## src/rtl/action_tick_queue.sv

```systemverilog
// action_tick_queue
//   Merges NCH free-running periodic timer channels and a user action stream
//   into one ordered action FIFO. The game FSM pops this FIFO one entry at a
//   time.
//
//   When timer actions are pending, they take priority over user actions.
//   Among pending channels, the lowest index wins.
//
//   Optional build macro: ACTQ_COALESCE_EN
//     Drops a timer push when its action equals the most recently written
//     entry and that entry is still queued.
//
// Ports
//   clk, reset_n      system clock, asynchronous active-low reset
//   usr_valid/action  user action offer
//   usr_ready         user action accepted when usr_valid && usr_ready
//   tmr_en            per-channel enable
//   tmr_restart       per-channel synchronous restart pulse
//   tmr_period        per-channel period in clk cycles, [i*TW +: TW]
//   tmr_action        per-channel action code to enqueue, [i*AW +: AW]
//   flush             synchronous queue/pending/overflow clear
//   pop               consume the head entry (ignored when empty)
//   q_valid/action    head entry
//   q_count           occupancy, 0..QSIZE
//   tmr_fire          one-cycle pulse per channel fire
//   overflow          sticky; set when a fire is lost
module action_tick_queue #(
    parameter int QSIZE = 16,
    parameter int AW    = 8,
    parameter int NCH   = 4,
    parameter int TW    = 32
) (
    input  logic                   clk,
    input  logic                   reset_n,
    input  logic                   usr_valid,
    input  logic [AW-1:0]          usr_action,
    output logic                   usr_ready,
    input  logic [NCH-1:0]         tmr_en,
    input  logic [NCH-1:0]         tmr_restart,
    input  logic [NCH*TW-1:0]      tmr_period,
    input  logic [NCH*AW-1:0]      tmr_action,
    input  logic                   flush,
    input  logic                   pop,
    output logic                   q_valid,
    output logic [AW-1:0]          q_action,
    output logic [$clog2(QSIZE):0] q_count,
    output logic [NCH-1:0]         tmr_fire,
    output logic                   overflow
);

    localparam int PW = $clog2(QSIZE);
    localparam int CW = PW + 1;
    localparam logic [CW-1:0] FULL_CNT = CW'(QSIZE);

    logic [TW-1:0]  cnt [NCH];
    logic [NCH-1:0] ch_active;
    logic [NCH-1:0] ch_wrap;
    logic [NCH-1:0] fire_now;
    logic [NCH-1:0] pend;
    logic [NCH-1:0] tmr_sel;
    logic [NCH-1:0] svc_mask;
    logic [AW-1:0]  tmr_sel_action;
    logic [AW-1:0]  mem [QSIZE];
    logic [PW-1:0]  wptr;
    logic [PW-1:0]  rptr;
    logic           rdy_en;
    logic           pend_any;
    logic           q_full;
    logic           tmr_service;
    logic           tmr_drop;
    logic           usr_push;
    logic           push_en;
    logic [AW-1:0]  push_data;
    logic           pop_en;

    // ---------------- timer channels ----------------
    // Restart suppresses a fire that would otherwise occur in the same cycle.
    always_comb begin
        for (int i = 0; i < NCH; i++) begin
            ch_active[i] = tmr_en[i] && (tmr_period[i*TW +: TW] != '0);
            ch_wrap[i]   = ch_active[i] && (cnt[i] == (tmr_period[i*TW +: TW] - TW'(1)));
            fire_now[i]  = ch_wrap[i] && !tmr_restart[i];
        end
    end

    always_ff @(posedge clk or negedge reset_n) begin
        if (!reset_n) begin
            for (int i = 0; i < NCH; i++) begin
                cnt[i] <= '0;
            end
        end else begin
            for (int i = 0; i < NCH; i++) begin
                if (!ch_active[i] || tmr_restart[i] || ch_wrap[i]) begin
                    cnt[i] <= '0;
                end else begin
                    cnt[i] <= cnt[i] + TW'(1);
                end
            end
        end
    end

    // ---------------- enqueue arbitration ----------------
    // pend & -pend isolates the lowest-index pending channel as a one-hot mask.
    always_comb begin
        tmr_sel        = pend & (~pend + NCH'(1));
        tmr_sel_action = '0;
        for (int i = 0; i < NCH; i++) begin
            if (tmr_sel[i]) begin
                tmr_sel_action = tmr_action[i*AW +: AW];
            end
        end
    end

    assign pend_any    = |pend;
    assign q_full      = (q_count == FULL_CNT);
    assign q_valid     = (q_count != '0);
    assign usr_ready   = rdy_en && !pend_any && !q_full && !flush;
    assign tmr_service = pend_any && !q_full && !flush;
    assign svc_mask    = tmr_service ? tmr_sel : '0;
    assign usr_push    = usr_valid && usr_ready;

`ifdef ACTQ_COALESCE_EN
    logic [AW-1:0] last_act;

    always_ff @(posedge clk or negedge reset_n) begin
        if (!reset_n) begin
            last_act <= '0;
        end else if (push_en) begin
            last_act <= push_data;
        end
    end

    // Only meaningful while the last written entry is still queued.
    assign tmr_drop = tmr_service && (q_count != '0) && (tmr_sel_action == last_act);
`else
    assign tmr_drop = 1'b0;
`endif

    assign push_en   = (tmr_service && !tmr_drop) || usr_push;
    assign push_data = tmr_service ? tmr_sel_action : usr_action;
    assign pop_en    = pop && q_valid && !flush;

    // ---------------- pending / overflow / fire ----------------
    // A fire is lost only if its pend bit stays set through this cycle.
    // A bit serviced in the same cycle can take the new fire.
    always_ff @(posedge clk or negedge reset_n) begin
        if (!reset_n) begin
            pend     <= '0;
            overflow <= 1'b0;
            tmr_fire <= '0;
            rdy_en   <= 1'b0;
        end else begin
            tmr_fire <= fire_now;
            rdy_en   <= 1'b1;
            if (flush) begin
                pend     <= '0;
                overflow <= 1'b0;
            end else begin
                pend <= (pend & ~svc_mask & ~tmr_restart) | fire_now;
                if (|(fire_now & pend & ~svc_mask)) begin
                    overflow <= 1'b1;
                end
            end
        end
    end

    // ---------------- FIFO ----------------
    always_ff @(posedge clk) begin
        if (push_en) begin
            mem[wptr] <= push_data;
        end
    end

    always_ff @(posedge clk or negedge reset_n) begin
        if (!reset_n) begin
            wptr    <= '0;
            rptr    <= '0;
            q_count <= '0;
        end else if (flush) begin
            wptr    <= '0;
            rptr    <= '0;
            q_count <= '0;
        end else begin
            if (push_en) begin
                wptr <= wptr + PW'(1);
            end
            if (pop_en) begin
                rptr <= rptr + PW'(1);
            end
            if (push_en && !pop_en) begin
                q_count <= q_count + CW'(1);
            end else if (pop_en && !push_en) begin
                q_count <= q_count - CW'(1);
            end
        end
    end

    assign q_action = q_valid ? mem[rptr] : '0;

endmodule

```

## config.mk

```make
export PLATFORM = sky130hd
export DESIGN_NAME = action_tick_queue
export DESIGN_NICKNAME = d
export VERILOG_FILES = /design/src/rtl/action_tick_queue.sv
export SDC_FILE = /design/constraint.sdc
export NUM_CORES = 1
export LEC_CHECK = 0
export CAP_MARGIN = 40
export CORE_ASPECT_RATIO = 2
export CORE_MARGIN = 4
export CORE_UTILIZATION = 55
export CTS_CLUSTER_DIAMETER = 40
export CTS_CLUSTER_SIZE = 14
export DETAILED_ROUTE_END_ITERATION = 8
export PLACE_DENSITY = 0.81
export RECOVER_POWER = 100
export SLEW_MARGIN = 30
export SYNTH_ARGS = -nofsm -noshare
export SYNTH_HDL_FRONTEND = slang
export SYNTH_SLANG_ARGS = --single-unit
```

## constraint.sdc

```tcl
create_clock -name clk -period 3.3 [get_ports clk]
set_clock_uncertainty 0.1 [all_clocks]
set_input_delay 0.99 -clock clk [delete_from_list [all_inputs] [get_ports clk]]
set_output_delay 0.99 -clock clk [all_outputs]
set_load 0.01 [all_outputs]
```

## After elaboration in Yosys (flattened, before gate mapping)

Memories as Yosys holds them, arrays and structs flattened.
Index checks and enable logic that the tools add are counted.

- $add $sub $neg: 13
- Eq/ne operators: 5
- Muxes and demuxes: 23
- Bitwise gates (word level): 9
- Reduce and logical (&&, ||, !) cells: 55

Operators by type and width:

| cell | count |
|---|---|
| $add A32 B1 Y32 const B | 4 |
| $eq A32 B32 Y1 | 4 |
| $mux W32 | 4 |
| $reduce_bool A32 Y1 | 4 |
| $sub A32 B1 Y32 const B | 4 |
| $mux W8 | 6 |
| $mux W4 | 6 |
| $logic_and A1 B1 Y1 | 22 |
| $and A4 B4 Y4 | 5 |
| $mux W5 | 3 |
| $logic_not A1 Y1 | 13 |
| $add A4 B1 Y4 const B | 3 |
| $not A4 Y4 | 3 |
| $logic_or A1 B1 Y1 | 9 |
| $reduce_or A4 Y1 | 2 |
| $reduce_bool A2 Y1 | 3 |
| $add A5 B1 Y5 const B | 1 |
| $eq A5 B5 Y1 const B | 1 |
| $reduce_bool A5 Y1 | 1 |
| $sub A5 B1 Y5 const B | 1 |
| $mux W1 | 4 |
| $or A4 B4 Y4 | 1 |
| $reduce_bool A3 Y1 | 1 |

- Bits in registers: 151
- Bits in writable memories: 128
- Bits of input ports: 181
- Output and inout bits: 20
- Word-level logic and storage cells: 117
- Memories: 1

Memory list:

| memory | depth | width | read ports | clocked after Yosys merged registers in | wr ports | RTL line | text |
|---|---|---|---|---|---|---|---|
| mem | 16 | 8 | 1 | 0 | 1 | 63 | `logic [AW-1:0] mem [QSIZE];` |

## Depth between registers and ports, before layout

- Depth in word-level cells: 12
- Mapped depth: 13
- Mapped depth without buffers: 13

## Worst setup path after synthesis

Ideal clock, no wire load.

- Path kind: input -> register
- From: in tmr_period[81]
- To: reg overflow
- Library setup time: 0.074 ns
- Arrival time: 3.871 ns
- Data required time: 3.126 ns
- Path slack: -0.746 ns
- Cell stages on the path: 10
- Path buffers: 1
- Path through: or4_4 > or4_1 > buf_2 > or3_1 > a22oi_1 > nand4_1 > nand4b_1 > or4b_4 > o31a_1 > o21ai_2

- Cells in the longest elaborated chain, start to end: 8
- Elaborated cells on any way between the ends: 10
- Those cells by class: add/sub (1); eq/ne (1); bitwise (2); reduce/logical (6)

RTL lines:

| item | RTL line | text |
|---|---|---|
| start, declared | 40 | `input logic [NCH*TW-1:0] tmr_period,` |
| $sub A32 B1 Y32 / $reduce_bool A32 Y1 (equally long branches) | 81, 80 |  |
| $eq A32 B32 Y1 / $logic_and A1 B1 Y1 (equally long branches) | 81, 80 |  |
| $logic_and A1 B1 Y1 (*) | 81 | `ch_wrap[i] = ch_active[i] && (cnt[i] == (tmr_period[i*TW +: TW] - TW'(1)));` |
| $logic_and A1 B1 Y1 (*) | 82 | `fire_now[i] = ch_wrap[i] && !tmr_restart[i];` |
| $and A4 B4 Y4 (*) (2 in series) | 160 | `if (\|(fire_now & pend & ~svc_mask)) begin` |
| $reduce_or A4 Y1 (*) | 160 |  |
| $reduce_bool A2 Y1 (no line) (*) | -- |  |
| end signal, assigned | 149 | `overflow <= 1'b0;` |
| end signal, assigned | 157 | `overflow <= 1'b0;` |
| end signal, assigned | 161 | `overflow <= 1'b1;` |
| end, declared | 48 | `output logic overflow` |

Every way passes the cells marked *; elsewhere a longest branch is shown, timed or not.
A chain may end at the register's enable or synchronous reset.

## Worst setup path after layout

- From: in tmr_period[100]
- To: reg cnt[2] in the netlist's numbering

- Cells in the longest elaborated chain, start to end: 6
- Elaborated cells on any way between the ends: 9
- Those cells by class: add/sub (1); eq/ne (1); mux (1); reduce/logical (6)

RTL lines:

| item | RTL line | text |
|---|---|---|
| parallel branches: the longest is 4 deep, another holds $sub A32 B1 Y32 | -- |  |
| $logic_or A1 B1 Y1 (*) | 93 | `if (!ch_active[i] \|\| tmr_restart[i] \|\| ch_wrap[i]) begin` |
| $mux W32 (*) | 93 |  |
| end signal, assigned by index | 96 | `cnt[i] <= cnt[i] + TW'(1);` |
| end, declared | 55 | `logic [TW-1:0] cnt [NCH];` |

Every way passes the cells marked *.

==> metrics.md <==
| Metric | Value |
|---|---|
| Post-CTS Hold Buffers | 0 |
| Pre-antenna DRT Iters | 5 |
| Most frequent cell after synthesis | nor2_1 |
| IO Pins | between 200 and 250 |
| FF+latch count, synth | approximately 280 |
| Worst-path fanout max | 8 |
| Synth area leader | edfxtp_1 |
| TritonCTS buffer count | 27 |
| Worst-path clk slew | 0.06 ns |
| DIE HEIGHT | 258 um |
| Data required time of the critical path | approximately 3.6 ns |
| Top cells by count, synth | 262 x nor2_1, 151 x dfrtp_1, 138 x xnor2_1 |
| Crit end category | flip-flop |
| Post-synth net total | 1965 |
| Core area | ~31000 um^2 |
| Slew @ Worst Pin | approximately 1.6 ns |
| WL/cell | 21.7 um |
| Rel. slew slack | -3.61% |
| Period minus WS final | 3.70 ns |
| Via count | 16962 |
| Tcrit/Tclk final | 112% |
| Tot GR Track Use | 33.5% |
| First-pass GRT wire length | between 90000 and 100000 um |
| P per Cell Area | around 380 nW/um^2 |
| Die ar. | ~34000 um^2 |
| Netlist Area Pre-Place | 17300 um^2 |
| Final Power | a little under 10 mW |
| Largest net degree at the start of global routing | 62 |
| RSZ-0062 raised after global routing | true |
| Proportion of layout cells with a drive suffix above 1 | between 30% and 40% |
| Row count | a little over 90 |
| Via density | between 6 and 7 |
| Worst reg2reg path startpoint | cnt[37]$_DFF_PN0_ |
| Sw frac | 29.2% |
| Post-synth top flop | dfrtp_1 |
| Synth top area cells | edfxtp_1 22%, dfrtp_1 22%, xnor2_1 7.0%, xor2_1 6.9%, nor2_1 5.7% |
| Final setup viols | approximately 150 |
| Hold Crit Class | reg -> reg |
| Worst setup path start | tmr_period[100] |
| CTS tree | built |
| Gpl congestion | between 0.9 and 1 |
| Yosys cell types | between 80 and 90 |
| Post-synth ARST share | a little over half |
| Nets | approximately 2500 |
| LEAKAGE | slightly below 10 nW |
| Status | finished, violations left |
| Bufs on Longest Clock Path | 3 |
| Port bufs | 200 |
| Die span in x | between 100 and 150 um |
| Seq/Total Area, Yosys | 44.2% |
| FMAX | between 0.2 and 0.3 GHz |
| Root Buffer | clkbuf_16 |
| GRT overflow | 0 |
| Number of synthesis warnings | 0 |
| EDFF count, synth | about 130 |
| Gate power share | between 30% and 40% |
| CTS H-tree lvls | 1 |
| Crit start category | input pin |
| NetSw | approximately 2.8 mW |
| Clock sink total | around 280 |
| Internal power | 6.87 mW |
| Final max-slew violation count | 58 |
| Final hold viol count | 0 |
| Total routed wirelength | slightly above 60000 um |
| VDD IR max | 0.394 mV |
| Area share of the leading cell type in the synthesized netlist | 22.3% |
| Hold Crit Start | cnt[64]$_DFF_PN0_ |
| Layout area overhead | 46.3% |
| DR DRC count | 0 |
| Clock Latency Late Sink | approximately 0.55 ns |
| Antenna-violating nets left | 0 |
| Clock power frac | 30.7% |
| Syn avg cell area | a little under 10 um^2 |
| Gate Count Post-Synth | between 1500 and 2000 |
| Initial antenna violation count | 0 |
| Seq pwr share | roughly two fifths |
| Hold slack | between 0.4 and 0.5 ns |
| Initial DRC Count | ~950 |
| Max capacitance violation total | 1 |
| Initial core utilization | between 50% and 60% |
| Class of the most critical setup path | in -> reg |
| Arrival time at the worst endpoint | ~4 ns |
| Min setup slack post-route | -0.398 ns |
| Detailed-placement wirelength estimate | roughly 43000 um |
| Vias in the first global route | 18183 |
| Antenna diode count | 0 |
| Failing checks | max-capacitance violations, max-slew violations, negative setup slack |
## area by class of cell
class / instances / area (um^2)
Multi-Input combinational cell: 1370 / 10700
Sequential cell: 279 / 7630
Fill cell: 1792 / 5620
Timing Repair Buffer: 623 / 5400
Clock buffer: 40 / 744
Tap cell: 418 / 523
Inverter: 41 / 154
Clock inverter: 8 / 87.6
## through the flow
step                std cells  setup WS (ns)  instance area (um^2)  utilization [%]  TNS (ns)
finish                   2779         -0.398                 25200             81.8    -32.45
global route             2779         -0.457                 25200             81.8    -46.98
CTS                      2753         -0.292                 24600             79.7    -19.31
detailed placement       2644          -1.32                 22300             72.2   -155.38
global placement         2644          -1.27                 22300             72.2   -147.52
floorplan                1763         -0.741                 17500                -    -56.51
## cell families after synthesis
| kind of cell | Yosys count | synth area share [%] |
|---|---|---|
| DFF | 279 | 44.2 |
| buffers and inverters | 114 | 2.57 |
| AOI/OAI and AO/OA | 212 | 8.78 |
| xor gates and xnor gates | 273 | 13.9 |
| adders and majority gates | 21 | 1.57 |
| other | 1 | 0.0217 |
| muxes | 67 | 5.08 |
| and+or+nand+nor | 796 | 23.9 |
## worst max-delay path: stages
cell and delay [ns]:
buf_6 0.09, or4_4 0.56, buf_4 0.16, or4_4 0.57
or3_4 0.38, o31ai_2 0.26, a21oi_2 0.10, a2111o_1 0.45
nand2_4 0.12, buf_12 0.12, buf_12 0.15, nor2_4 0.05
## power by group through the flow
stage               clock (mW)  combinational [mW]  sequential (mW)
floorplan                    0                1.13             3.82
global placement             0                2.32             3.83
detailed placement           0                2.37             3.83
CTS                       2.99                2.67             3.78
global route              3.15                3.10             3.80
finish                    2.98                2.93             3.79
## cells in the final DEF (no fill, tap or decap), drive strengths merged, types with 9 or more instances in the layout
cell           count
ha                20
nor4b             14
a221oi             9
nand4b            10
nor3              60
nor4              56
o21ai             35
a21oi             36
or4               25
nor2b             15
xnor2            138
dlygate4sd3       11
a211oi            16
nand4             37
a22oi             12
nor2             262
nand3             79
dfrtp            151
and3              32
buf              426
dlymetal6s2s      11
inv               44
o211ai            11
or3               29
o221ai            18
nand2b            17
clkdlybuf4s50     90
nand2             99
mux4              16
xor2             135
clkbuf            78
and2              11
dlygate4sd2       42
a31oi              9
edfxtp           128
nor3b             11
mux2i             46
or2               13
## worst paths after layout
| check | end | slack [ns] | cells past startpoint |
|---|---|---|---|
| worst max-delay path | cnt[2]$_DFF_PN0_ | -0.40 | 12 |
| worst min-delay path | cnt[64]$_DFF_PN0_ | 0.47 | 1 |
| worst max register to register | cnt[53]$_DFF_PN0_ | 0.09 | 10 |
| worst min register to register | cnt[64]$_DFF_PN0_ | 0.47 | 1 |
| max in group asynchronous | cnt[22]$_DFF_PN0_ | 0.59 | 2 |
| min in group asynchronous | cnt[55]$_DFF_PN0_ | 0.71 | 1 |
## per-layer routing
metal / track usage (%) / routed length, um / vias up
met4: 28.1 / 5960 / 0
li1: - / - / 7590
met2: 65.5 / 33700 / 788
met3: 4.93 / 3050 / 367
met1: 28.8 / 17700 / 8217
met5: 0 / 0 / -
## registers in the layout, indices dropped and copies added (netlist names)
name / count
wptr: 4
tmr_fire: 4
mem: 128
rdy_en: 1
rptr: 4
cnt: 128
overflow: 1
pend: 4
q_count: 5
## what timing repair did
action	in CTS	in global routing
pin swaps	105	80
resized for setup	449	188
buffers inserted	52	32
gates cloned	11	2
endpoints found under the setup margin	147	145
No activity file was read; power rests on OpenSTA's default activity.
